`config.mk`:
```
export PLATFORM = sky130hd
export DESIGN_NAME = jk_universal_register
export DESIGN_NICKNAME = d
export VERILOG_FILES = /design/src/rtl/jk_pkg.sv /design/src/rtl/jk_next_state.sv /design/src/rtl/jk_universal_register.sv
export SDC_FILE = /design/constraint.sdc
export NUM_CORES = 1
export LEC_CHECK = 0
export ABC_AREA = 1
export CAP_MARGIN = 25
export CORE_ASPECT_RATIO = 1.75
export CORE_MARGIN = 5
export CORE_UTILIZATION = 40
export DETAILED_ROUTE_END_ITERATION = 12
export PLACE_DENSITY = 0.77
export SLEW_MARGIN = 10
export SYNTH_ARGS = -nofsm -noshare
export SYNTH_HDL_FRONTEND = slang
export SYNTH_HIERARCHICAL = 1
export SYNTH_SLANG_ARGS = --single-unit
```
`constraint.sdc`:
```
create_clock -name clock_pos -period 1.7 [get_ports clock_pos]
set_clock_uncertainty 0.2 [all_clocks]
set_input_delay 0.34 -clock clock_pos [delete_from_list [all_inputs] [get_ports clock_pos]]
set_output_delay 0.34 -clock clock_pos [all_outputs]
set_load 0.01 [all_outputs]
```
`src/rtl/jk_pkg.sv`:
```
// rtl/jk_pkg.sv - shared mode encoding for the JK universal register
//
// Purpose: mode type and mode-select constants shared by the register top
//          and its testbench.
// Contents:
//   mode_t           3-bit operation select
//   MODE_HOLD..CPL   mode encodings
package jk_pkg;

  typedef logic [2:0] mode_t;

  localparam mode_t MODE_HOLD = 3'b000;
  localparam mode_t MODE_JK   = 3'b001;
  localparam mode_t MODE_LOAD = 3'b010;
  localparam mode_t MODE_SHL  = 3'b011;
  localparam mode_t MODE_SHR  = 3'b100;
  localparam mode_t MODE_UP   = 3'b101;
  localparam mode_t MODE_DOWN = 3'b110;
  localparam mode_t MODE_CPL  = 3'b111;

endpackage

```
`src/rtl/jk_next_state.sv`:
```
// rtl/jk_next_state.sv - per-bit JK flip-flop next-state logic
//
// Purpose: combinational characteristic equation Q+ = J&~Q | ~K&Q applied
//          independently to every bit (00 hold, 01 clear, 10 set, 11 toggle).
// Ports:
//   i_q       current state
//   i_j       per-bit J
//   i_k       per-bit K
//   o_q_next  per-bit next state
module jk_next_state #(
  parameter int WIDTH = 8
) (
  input  logic [WIDTH-1:0] i_q,
  input  logic [WIDTH-1:0] i_j,
  input  logic [WIDTH-1:0] i_k,
  output logic [WIDTH-1:0] o_q_next
);

  assign o_q_next = (i_j & ~i_q) | (~i_k & i_q);

endmodule

```
`src/rtl/jk_universal_register.sv`:
```
// rtl/jk_universal_register.sv - WIDTH-bit universal register with JK per-bit mode
//
// Purpose: hold / JK / load / shift left / shift right / count up / count
//          down / complement register with async clear and sync preset.
// Ports:
//   clock_pos       rising-edge clock
//   reset_neg       async active-low reset to RESET_VALUE
//   preset_neg      sync active-low preset to PRESET_VALUE
//   enable          clock enable; low holds Q
//   mode            operation select (jk_pkg::MODE_*)
//   signal_J/K      per-bit J and K, used in JK mode
//   data_in         parallel load data
//   serial_in       shift input bit
//   signal_out      Q
//   signal_out_neg  ~Q
//   serial_out      bit leaving the register in the current shift direction
//   terminal_count  count about to wrap on the next edge
//   wrap_pulse      one cycle high after a wrapping edge
module jk_universal_register
  import jk_pkg::*;
#(
  parameter int               WIDTH        = 8,
  parameter logic [WIDTH-1:0] RESET_VALUE  = {WIDTH{1'b0}},
  parameter logic [WIDTH-1:0] PRESET_VALUE = {WIDTH{1'b1}}
) (
  input  logic             clock_pos,
  input  logic             reset_neg,
  input  logic             preset_neg,
  input  logic             enable,
  input  mode_t            mode,
  input  logic [WIDTH-1:0] signal_J,
  input  logic [WIDTH-1:0] signal_K,
  input  logic [WIDTH-1:0] data_in,
  input  logic             serial_in,
  output logic [WIDTH-1:0] signal_out,
  output logic [WIDTH-1:0] signal_out_neg,
  output logic             serial_out,
  output logic             terminal_count,
  output logic             wrap_pulse
);

  logic [WIDTH-1:0] r_q;
  logic             r_wrap;
  logic [WIDTH-1:0] w_jk_next;
  logic [WIDTH-1:0] w_q_next;
  logic             w_terminal_count;

  jk_next_state #(.WIDTH(WIDTH)) u_jk_next_state (
    .i_q      (r_q),
    .i_j      (signal_J),
    .i_k      (signal_K),
    .o_q_next (w_jk_next)
  );

  always_comb begin
    w_q_next = r_q;
    unique case (mode)
      MODE_HOLD: w_q_next = r_q;
      MODE_JK:   w_q_next = w_jk_next;
      MODE_LOAD: w_q_next = data_in;
      MODE_SHL:  w_q_next = {r_q[WIDTH-2:0], serial_in};
      MODE_SHR:  w_q_next = {serial_in, r_q[WIDTH-1:1]};
      MODE_UP:   w_q_next = r_q + 1'b1;
      MODE_DOWN: w_q_next = r_q - 1'b1;
      MODE_CPL:  w_q_next = ~r_q;
      default:   w_q_next = r_q;
    endcase
  end

  // Flags the edge on which the count will wrap, so wrap_pulse can follow it.
  assign w_terminal_count = enable &
                            (((mode == MODE_UP)   && (r_q == {WIDTH{1'b1}})) ||
                             ((mode == MODE_DOWN) && (r_q == {WIDTH{1'b0}})));

  always_ff @(posedge clock_pos or negedge reset_neg) begin
    if (!reset_neg) begin
      r_q    <= RESET_VALUE;
      r_wrap <= 1'b0;
    end else if (!preset_neg) begin
      r_q    <= PRESET_VALUE;
      r_wrap <= 1'b0;
    end else if (!enable) begin
      r_wrap <= 1'b0;
    end else begin
      r_q    <= w_q_next;
      r_wrap <= w_terminal_count;
    end
  end

  assign signal_out     = r_q;
  assign signal_out_neg = ~r_q;
  // Right shifts drain the LSB; every other mode presents the MSB.
  assign serial_out     = (mode == MODE_SHR) ? r_q[0] : r_q[WIDTH-1];
  assign terminal_count = w_terminal_count;
  assign wrap_pulse     = r_wrap;

endmodule

```
Word level (Yosys, flattened, before mapping):

Cells that the tools add are included.

* flip-flop bits (word level): 9
* latch bits: 0
* memory bits (writable): 0
* ROM bits: 0
* bits of input ports: 32
* memories kept: 0

* add/sub/neg operators: 2
* multipliers: 0
* divide/modulo/power cells: 0
* magnitude comparators: 0
* eq/ne operators: 10
* shift operators: 0
* muxes and demuxes: 6
* bitwise operators: 6
* reductions and logical operators: 6

Operators by type and width (number)
* 8-bit case mux with 7 select lines: 1
* 8-bit AND: 2
* 8-bit 2-to-1 mux: 2
* 8-bit inverter: 2
* 3-bit == test, second input constant: 4
* 8-bit by 1-bit adder with 8-bit output, second input constant: 1
* 8-bit == test, second input constant: 1
* 8-bit zero test: 1
* 8-bit bitwise OR: 1
* 8-bit by 1-bit subtractor with 8-bit output, second input constant: 1
* 3-bit by 2-bit == test with 1-bit output, second input constant: 2
* 3-bit by 1-bit == test with 1-bit output, second input constant: 1
* 3-bit zero test: 1
* 1-bit 2-to-1 mux: 3
* 1-bit logical AND: 2
* 2-bit by 1-bit inequality test with 1-bit output, second input constant: 1
* 2-bit inequality test, second input constant: 1
* 2-bit AND reduction: 1
* 1-bit AND: 1
* 1-bit logical OR: 1

Depth between registers and ports, before layout:

Gate-level depths: netlist of run 1.

* word-level depth: 6
* gate-level depth with buffers: 17
* mapped depth without buffers: 17

Hierarchy:

Netlist of run 1, hierarchy kept.

By module, submodules not included
* jk_universal_register: times used 1, cells each 177, area each 1147.4 um^2, sequential area each 225.2 um^2
* jk_next_state: times used 1, cells each 40, area each 150.1 um^2, sequential area each 0.0 um^2

Worst setup path before layout of run 1:

No wires, ideal clock.

* path type: register to register
* start: register r_q[1], in the netlist signal_out[1]
* end: register r_q[4], in the netlist signal_out[4]
* setup time: 117 ps
* arrival: 1591 ps
* setup slack: -208 ps
* cell stages (with the launch flop): 16
* cells stage by stage: dfrtp_1 > inv_1 > nand2_2 > nand2_1 > inv_1 > ha_1 > inv_1 > nand2_1 > inv_1 > nor2_4 > nand2_1 > nand3b_1 > nand3_1 > nand3_1 > o21ai_1 > inv_1

* word-level cells in the longest chain between the ends: 4

RTL lines
* from (decl): line jk_universal_register.sv:42 `logic [WIDTH-1:0] r_q;`
* from (signal assigned): line jk_universal_register.sv:85 `r_q <= w_q_next;`
* 8-bit by 1-bit subtractor with 8-bit output / 8-bit by 1-bit adder with 8-bit output (equally long branches): line jk_universal_register.sv:64, jk_universal_register.sv:63
* 8-bit case mux with 7 select lines *: line jk_universal_register.sv:57 `unique case (mode)`
* 8-bit 2-to-1 mux *: line jk_universal_register.sv:82 `end else if (!enable) begin`
* 8-bit 2-to-1 mux *: line jk_universal_register.sv:79 `end else if (!preset_neg) begin`

Mark *: on every way between the ends. The rest lies on a longest branch, timed or not. The select of a mux whose other input is x is not followed.
A chain may end at the register's enable or synchronous reset.

Worst setup path after layout of run 1:

* start: register r_q[2], in the netlist signal_out[2]
* end: output port terminal_count

* word-level cells in the longest chain between the ends: 4

RTL lines
* 8-bit == test / 8-bit zero test (equally long branches): line jk_universal_register.sv:72, jk_universal_register.sv:73
* 1-bit logical AND, on equally long branches: line jk_universal_register.sv:72, jk_universal_register.sv:73
* 1-bit logical OR *: line jk_universal_register.sv:72 `(((mode == MODE_UP) && (r_q == {WIDTH{1'b1}})) ||`
* 1-bit AND *: line jk_universal_register.sv:71 `assign w_terminal_count = enable &`
* to (decl): line jk_universal_register.sv:38 `output logic terminal_count,`

Mark *: on every way between the ends. The rest lies on a longest branch, timed or not.

==> results of run 1 <==
[critical path: stages, from the launching register on]
cell and delay [ns]:
dfrtp_1 0.36, inv_2 0.07, buf_4 0.14, nor4_1 0.30, nand4_1 0.16, a21boi_2 0.20
buf_2 0.15
[cell usage after synthesis, drive strengths merged]
cell type and number:
o22ai 4, nand4 6, inv 46, o221a 1, nor2 9, a221oi 6, nor4 3, a21oi 12
nand2 81, buf 2, or2 1, dfrtp 9, nand3b 3, o21ai 7, and2 1, a32oi 2
a21boi 1, nor3 2, nand3 19, o21bai 1, ha 1
[report_power, final]
part | leakage, nW | total (mW) | internal (mW) | switching [mW]
registers | 0.0910 | 0.254 | 0.235 | 0.0194
clock network | 0.0228 | 0.269 | 0.165 | 0.104
logic | 1.20 | 0.842 | 0.393 | 0.449
[area by class of cell]
| class | instances | area (um^2) | area share, % |
|---|---|---|---|
| tap | 43 | 53.8 | 2.21 |
| clock buffer | 4 | 45.0 | 1.85 |
| timing repair buffer | 109 | 920 | 37.8 |
| multi-input combinational | 160 | 1000 | 41.2 |
| inverter | 46 | 183 | 7.51 |
| sequential | 9 | 228 | 9.37 |
[registers in the layout, summed over array words and instances (netlist names)]
register and count:
signal_out 8, wrap_pulse 1
[timing repair]
action	4_1_cts	5_1_grt
pin swaps	22	20
endpoints found under the setup margin	26	18
buffers inserted	21	8
resized for setup	70	41
[metal layers]
metal | part of all wire (%) | routed length, um | GRT usage (%)
met5 | 0 | 0 | 0
met1 | 34 | 2180 | 27.8
met3 | 7.8 | 500 | 4.22
met2 | 53 | 3410 | 47.3
met4 | 5.2 | 337 | 16.5
[cell families (layout without fill, tap and decap cells)]
group                      Yosys count  in the layout  synth area share (%)
AOI/OAI and AO/OA                   34             34                  17.6
adders and majority gates            1              1                 0.964
buffers and inverters               48            159                  15.2
DFF                                  9              9                  17.4
and+or+nand+nor                    125            125                  48.9
[stage by stage]
step           std cells  cell area [um^2]  hold WS (ns)  TNS, ns  total power, mW
5_1_grt              371              2430         0.239    -2.51             1.44
6_report             371              2430         0.219    -1.84             1.36
3_3_place_gp         343              2100         0.417    -7.30            0.921
4_1_cts              367              2360         0.221    -1.26             1.25
3_5_place_dp         343              2100         0.427    -8.00            0.933
2_1_floorplan        217              1320        -0.156   -0.280            0.601
[worst paths after layout]
path,from,to,slack [ns],depth (start not counted)
min reg2reg,signal_out[0]$_DFFE_PN0P_,signal_out[0]$_DFFE_PN0P_,0.51,3
max in group asynchronous,reset_neg,signal_out[1]$_DFFE_PN0P_,0.74,1
max,signal_out[2]$_DFFE_PN0P_,terminal_count,-0.46,6
min,reset_neg,signal_out[2]$_DFFE_PN0P_,0.22,1
max reg2reg,signal_out[1]$_DFFE_PN0P_,signal_out[4]$_DFFE_PN0P_,-0.33,16
min in group clock_pos,mode[0],signal_out[0]$_DFFE_PN0P_,0.37,5
==> results.cfg, run 1 <==
[run_status]
status = complete, but fails checks
violations = setup timing

[layout]
area_delta_synth_final_pct = 87.4
antennaDiodeCount = 0
drive_gt1_share_pct = 40.5
nNetsFinal = 362
final_common_cell = nand2_1
final_util_pct = 77.4
fill_cells = 217
final_cell_mix = 63 x nand2_1, 47 x buf_4, 33 x inv_1

[worst_setup_path]
end_kind = primary output
crit_type = reg2out
start_kind = flop
critPathMaxFanout = 3
crit_arrival_ns = 1.62
cp.required_ns = 1.16

[routing]
wl_per_cell_um = 17.3
drtAntennaViolNets = 0
vias = 2077
drc = 0
drt_first_pass_iters = 5
dr.first_iter.drc_count = 146
wl_um = 6430
avgViaCountPerCell = 5.60

[timing]
drv_slew = 0
timing.fmax_mhz = 462
min_period_ns = 2.16
max_slew_margin_pct = 68.7
finalSetupViolations = 8
tightest_slew_ns = 0.468
hold_viol_final = 0
worst_slack_ns = -0.464
fin_crit_sh_pct = 127
rsz0062_at_grt = true

[placed_design]
gp_congestion = 0.967
portBuffers = 50
detailedPlace.worstSlack_ns = -0.880
dp_hpwl_um = 3940

[cts]
clock_path_buffers = 2
clock_latency_ns = 0.24
clkTransAtPathRegs_ns = 0.05
ctsRootBufferMaster = clkbuf_8
holdBufCountCts = 0
clock-sinks = 9
cts_buffers = 3
cts_tree = built
cts-htree-levels = 1

[synth]
syn_area_per_cell_um2 = 5.98
synth_area_leader_cell = nand2_1
synthCells = 217
ys_ff_latch = 9
yosysUniqueCellTypes = 32
seq_area_frac_synth_pct = 17.4
synth_top_area_share_pct = 21.1
synth_area_um2 = 1300
synth_area_leaders = nand2_1 21%, dfrtp_1 17%, inv_1 12%, nand3_1 6.6%, a21oi_1 4.6%
syn-num-nets = 250
yosysWarnings = 6

[global_route]
grt_max_degree = 10
grt_first_pass_wirelength_um = 9000
grt.overflow.total = 0
grt_pass1_vias = 2014
grtUsageTotal_pct = 26.7
antenna_found_initial = 0

[die]
initial_core_util_pct = 41.3
ioPinCount = 51
die_w_um = 53.1
fp-row-count = 27
dieArea_um2 = 4530
chipHeight_um = 85.3
coreArea_um2 = 3140

[power]
p_leak_nw = 1.31
powerDensity_nw_per_um2 = 561
ir_drop_mv = 0.598

[run]
cap_violations = 0

[min_path]
hp-class = in2async
No activity file was read; power rests on OpenSTA's default activity.
==> inputs of run 2 (changes only) <==
Settings changed: CORE_UTILIZATION 40 to 38, SYNTH_HIERARCHICAL 1 to default.
==> run 2 against run 1 <==
Clock-buffer cell count did not move. Sequential power about the same. The run still ends with setup timing left. Highest routed layer unchanged. Via count is 14% lower. Sequential share of layout area increased by 0.58 points. Non-clock buffer count is 1 lower. Final area fell by 6.4%. Global-route usage fell by 3.7 points. Routed wire length fell by 22%. Fmax rose by 7.8%. Power fell by 8.5%.
==> results.cfg, run 2 <==
[worst_setup_path]
r2r-start = signal_out[1]$_DFFE_PN0P_
crit_cells = 6
max_stage_delay_ns = 0.41
critPathTopFamily = simple AND/OR/NAND/NOR gates
rrSetupSlack_ns = -0.23
critPathCapture = terminal_count
end_kind = primary output
slowest_stage = dfrtp_1
cp_num_buf_inv = 2
crit_type = reg2out
path_cells = inv_2, nand4_1, nor4_2, nand3_1, a21boi_2, buf_2
worstRegToRegCells = 13
r2r_end = signal_out[5]$_DFFE_PN0P_
critPathMaxFanout = 4
start_kind = flop
crit_arrival_ns = 1.47
cp.required_ns = 1.16
startpoint = signal_out[2]$_DFFE_PN0P_

[synth]
ys_async_sr_fraction_pct = 100
ys_ff_latch = 9
synth-edff-count = 0
syn-num-nets = 220
yosysWarnings = 0
synth_flop_cell = dfrtp_1
synthCells = 187
syn_area_per_cell_um2 = 5.97
synth_commonest_cells = 54 x nand2_1, 27 x inv_1, 20 x nand3_1
seq_area_frac_synth_pct = 20.2
synth_area_leaders = dfrtp_1 20%, nand2_1 18%, inv_1 9.1%, nand3_1 9.0%, nand4_1 5.0%
synth_area_leader_cell = dfrtp_1
yosysUniqueCellTypes = 35
synth_top_area_share_pct = 20.2
yosysMostFrequentCell = nand2_1
synth_area_um2 = 1120

[timing]
hold_viol_final = 0
drv_slew = 0
finalSetupViolations = 9
max_slew_margin_pct = 73.3
whs_ns = 0.205
worst_slack_ns = -0.307
fin_crit_sh_pct = 118
rsz0062_at_grt = true
tightest_slew_ns = 0.399
timing.fmax_mhz = 498
min_period_ns = 2.01

[die]
die_w_um = 51.0
coreArea_um2 = 2860
ioPinCount = 51
chipHeight_um = 81.7
initial_core_util_pct = 39.0
fp-row-count = 26
dieArea_um2 = 4160

[power]
p_total_mw = 1.25
powerDensity_nw_per_um2 = 548
ir_drop_mv = 0.597
p_leak_nw = 1.14

[global_route]
grt_max_degree = 10
grtUsageTotal_pct = 23.0
grt.overflow.total = 0
grt_first_pass_wirelength_um = 7560
antenna_found_initial = 0
grt_pass1_vias = 1744

[cts]
clkTransAtPathRegs_ns = 0.04
cts_buffers = 3
ctsRootBufferMaster = clkbuf_8
clock_latency_ns = 0.23
clock_path_buffers = 2
cts_tree = built
clock-sinks = 9
cts-htree-levels = 1

[layout]
final_cell_mix = 46 x buf_4, 41 x nand2_1, 29 x clkdlybuf4s50_1
area_delta_synth_final_pct = 104
largest_register_ff_count = 8
fill_cells = 186
final_common_cell = buf_4
nNetsFinal = 328
drive_gt1_share_pct = 42.5
antennaDiodeCount = 0

[placed_design]
dp_hpwl_um = 3640
portBuffers = 50
gp_congestion = 0.882
detailedPlace.worstSlack_ns = -0.902

[routing]
wl_um = 5000
drc = 0
avgViaCountPerCell = 5.54
dr.first_iter.drc_count = 77
drtAntennaViolNets = 0
vias = 1783
wl_per_cell_um = 15.5
drt_first_pass_iters = 4

[run_status]
violations = setup timing
status = complete, but fails checks

[run]
cap_violations = 0

[min_path]
hp-class = in2async
run 2: cell count changes after synthesis, moves of 3 or more:
| cell | delta |
|---|---|
| inv_1 | -15 |
| nand2_1 | -19 |
| nand2_2 | -5 |
| nand2_4 | -3 |
| nand3_1 | +3 |
| nand4_1 | +5 |
| o211ai_1 | +3 |
run 2: worst min-delay path by stage:
stage / from / cells after the start / end
finish: reset_neg / 1 / signal_out[4]$_DFFE_PN0P_
CTS: reset_neg / 1 / signal_out[4]$_DFFE_PN0P_
global route: reset_neg / 1 / signal_out[4]$_DFFE_PN0P_
floorplan: reset_neg / 0 / signal_out[0]$_DFFE_PN0P_
detailed placement: reset_neg / 1 / signal_out[7]$_DFFE_PN0P_
global placement: reset_neg / 1 / signal_out[7]$_DFFE_PN0P_
run 2: metal layers:
layer | vias to the layer above | track usage [%] | part of all wire, %
li1 | 860 | - | -
met1 | 837 | 24.9 | 36
met2 | 76 | 45.1 | 58
met3 | 10 | 0.907 | 5.0
met4 | 0 | 8.44 | 1.8
met5 | - | 0 | 0
run 2: logic make-up (layout without fill, tap and decap cells):
group,count (synthesis),after routing,share of synthesized area [%]
flops,9,9,20.2
simple gates,101,101,41.7
fa+ha+maj,1,1,1.12
buf+inv,36,143,13.1
compound gates,39,39,23.1
xor+xnor,1,1,0.785
run 2: power breakdown:
group | internal [mW] | total [mW] | switching (mW)
Combinational | 0.378 | 0.748 | 0.370
Clock | 0.163 | 0.245 | 0.0814
Sequential | 0.234 | 0.256 | 0.0214
run 2: per-stage QoR:
step	instances	utilization, %	setup TNS [ns]	instance area (um^2)
floorplan	187	-	-0.332	1130
global placement	301	67.8	-7.43	1940
detailed placement	301	67.8	-7.74	1940
CTS	316	74.4	-1.56	2130
global route	322	79.5	-2.88	2280
finish	322	79.5	-1.84	2280
run 2: cell type report:
class                   instances  area [um^2]  share of cell area (%)
flip-flops and latches          9          226                    9.95
inverters                      31          124                    5.44
multi-input cells             142          915                    40.2
repair buffers                108          931                    40.9
well taps                      28         35.0                    1.54
clock buffers                   4         45.0                    1.98
run 2: timing repair:
| action | CTS | global route |
|---|---|---|
| buffers inserted | 11 | 8 |
| endpoints found under the setup margin | 26 | 16 |
| resized for setup | 68 | 46 |
| pin swaps | 11 | 19 |
| hold buffers | 0 | 0 |
==> inputs of run 3 (changes only) <==
--- a/config.mk
+++ b/config.mk
@@ -13,3 +13,3 @@
 export DETAILED_ROUTE_END_ITERATION = 12
-export PLACE_DENSITY = 0.77
+export PLACE_DENSITY = 0.8
 export SLEW_MARGIN = 10
==> constraint.sdc (replaced) <==
create_clock -name clock_pos -period 1.7 [get_ports clock_pos]
set_clock_uncertainty 0.2 [all_clocks]
set_input_delay 0.425 -clock clock_pos [delete_from_list [all_inputs] [get_ports clock_pos]]
set_output_delay 0.425 -clock clock_pos [all_outputs]
set_load 0.01 [all_outputs]
==> run 3 against run 2 <==
The run still ends with setup timing left. First-iteration DRC count increased by 48%. Non-clock buffer count increased by 4. Worst hold slack better by 0.096 ns. Flip-flop and latch count stayed put. Global-route usage is 2.0 points higher. Die area stayed put. Largest power group unchanged.
==> results.cfg, run 3 (synthesis gave the netlist of run 2 again) <==
[worst_setup_path]
critPathCapture = terminal_count
end_kind = primary output
startpoint = signal_out[3]$_DFFE_PN0P_
start_kind = flop
crit_type = reg2out
r2r-start = signal_out[1]$_DFFE_PN0P_
r2r_end = signal_out[4]$_DFFE_PN0P_
crit_arrival_ns = 1.59
rrSetupSlack_ns = -0.29
critPathMaxFanout = 2
worstRegToRegCells = 16
cp.required_ns = 1.07

[timing]
max_slew_margin_pct = 71.5
timing.fmax_mhz = 451
drv_slew = 0
tns_ns = -2.60
whs_ns = 0.301
fin_crit_sh_pct = 130
min_period_ns = 2.22
hold_viol_final = 0
worst_slack_ns = -0.516
rsz0062_at_grt = true
tightest_slew_ns = 0.426
finalSetupViolations = 9

[routing]
wl_um = 6230
dr.first_iter.drc_count = 114
vias = 1985
wl_per_cell_um = 19.1
drtAntennaViolNets = 0
drt_first_pass_iters = 4
avgViaCountPerCell = 6.09
drc = 0

[power]
p_total_mw = 1.34
powerDensity_nw_per_um2 = 556
p_leak_nw = 1.18
ir_drop_mv = 0.619

[layout]
drive_gt1_share_pct = 47.3
nNetsFinal = 332
largest_register_ff_count = 8
final_cell_mix = 41 x buf_4, 39 x nand2_1, 28 x clkdlybuf4s50_1
instances_no_fill = 326
final_area_um2 = 2400
multi_input_area_um2 = 968
area_delta_synth_final_pct = 115
fill_cells = 157
final_util_pct = 84.0
final_common_cell = buf_4
seqCellArea_um2 = 225
antennaDiodeCount = 0

[placed_design]
place_area_um2 = 1930
detailedPlace.worstSlack_ns = -1.08
dp.cells = 299
portBuffers = 50
dp_hpwl_um = 3630
gp_congestion = 0.885

[die]
fp-row-count = 26
initial_core_util_pct = 39.0
die_w_um = 51.0
ioPinCount = 51
dieArea_um2 = 4160
coreArea_um2 = 2860
chipHeight_um = 81.7

[cts]
clock_path_buffers = 2
cts-htree-levels = 1
clkTransAtPathRegs_ns = 0.04
clock-sinks = 9
ctsRootBufferMaster = clkbuf_8
cts_tree = built
cts_buffers = 3
clock_latency_ns = 0.23

[run_status]
violations = setup timing
status = complete, but fails checks

[global_route]
grt_first_pass_wirelength_um = 8260
grt.overflow.total = 0
grt_max_degree = 10
grt_pass1_vias = 1886
grtUsageTotal_pct = 25.0
antenna_found_initial = 0

[min_path]
hp-class = in2async

[run]
cap_violations = 0
==> run 3: critical path, cell delays in order, from the launching register on <==
cell	delay, ns
dfrtp_1	0.41
inv_2	0.09
nand4_1	0.15
nor4_1	0.24
nand3_1	0.14
a21boi_2	0.18
buf_2	0.15
==> run 3: area by class of cell <==
class                      instances  area share (%)
timing repair buffer             112            41.4
multi-input combinational        142            40.3
sequential                         9            9.37
inverter                          31            5.57
clock buffer                       4            1.87
tap                               28            1.46
==> run 3: layer usage <==
metal  global-route usage, %  share of wire (%)
met4                    11.8                6.8
met5                       0                  0
met3                    2.36                6.7
met2                    48.5                 54
met1                    25.7                 32
==> run 3: power by group <==
| group | total [mW] | switching, mW | leakage [nW] | internal (mW) |
|---|---|---|---|---|
| registers | 0.255 | 0.0206 | 0.0922 | 0.234 |
| logic | 0.836 | 0.426 | 1.07 | 0.410 |
| clock network | 0.245 | 0.0822 | 0.0228 | 0.163 |
==> run 3: how the worst min path moves through the flow <==
stage	endpoint	slack (ns)	cells past startpoint
final	signal_out[7]$_DFFE_PN0P_	0.30	1
after global routing	wrap_pulse$_DFF_PN0_	0.32	1
after CTS	wrap_pulse$_DFF_PN0_	0.30	1
after detailed placement	signal_out[4]$_DFFE_PN0P_	0.46	3
after global placement	signal_out[4]$_DFFE_PN0P_	0.47	3
after floorplan	signal_out[0]$_DFFE_PN0P_	-0.07	0
==> run 3: repair_timing <==
item | 4_1_cts | 5_1_grt
setup endpoints to repair | 28 | 21
resized for setup | 114 | 47
pin swaps | 26 | 29
gates cloned | 0 | 0
hold buffers | 0 | 0
buffers inserted | 16 | 9
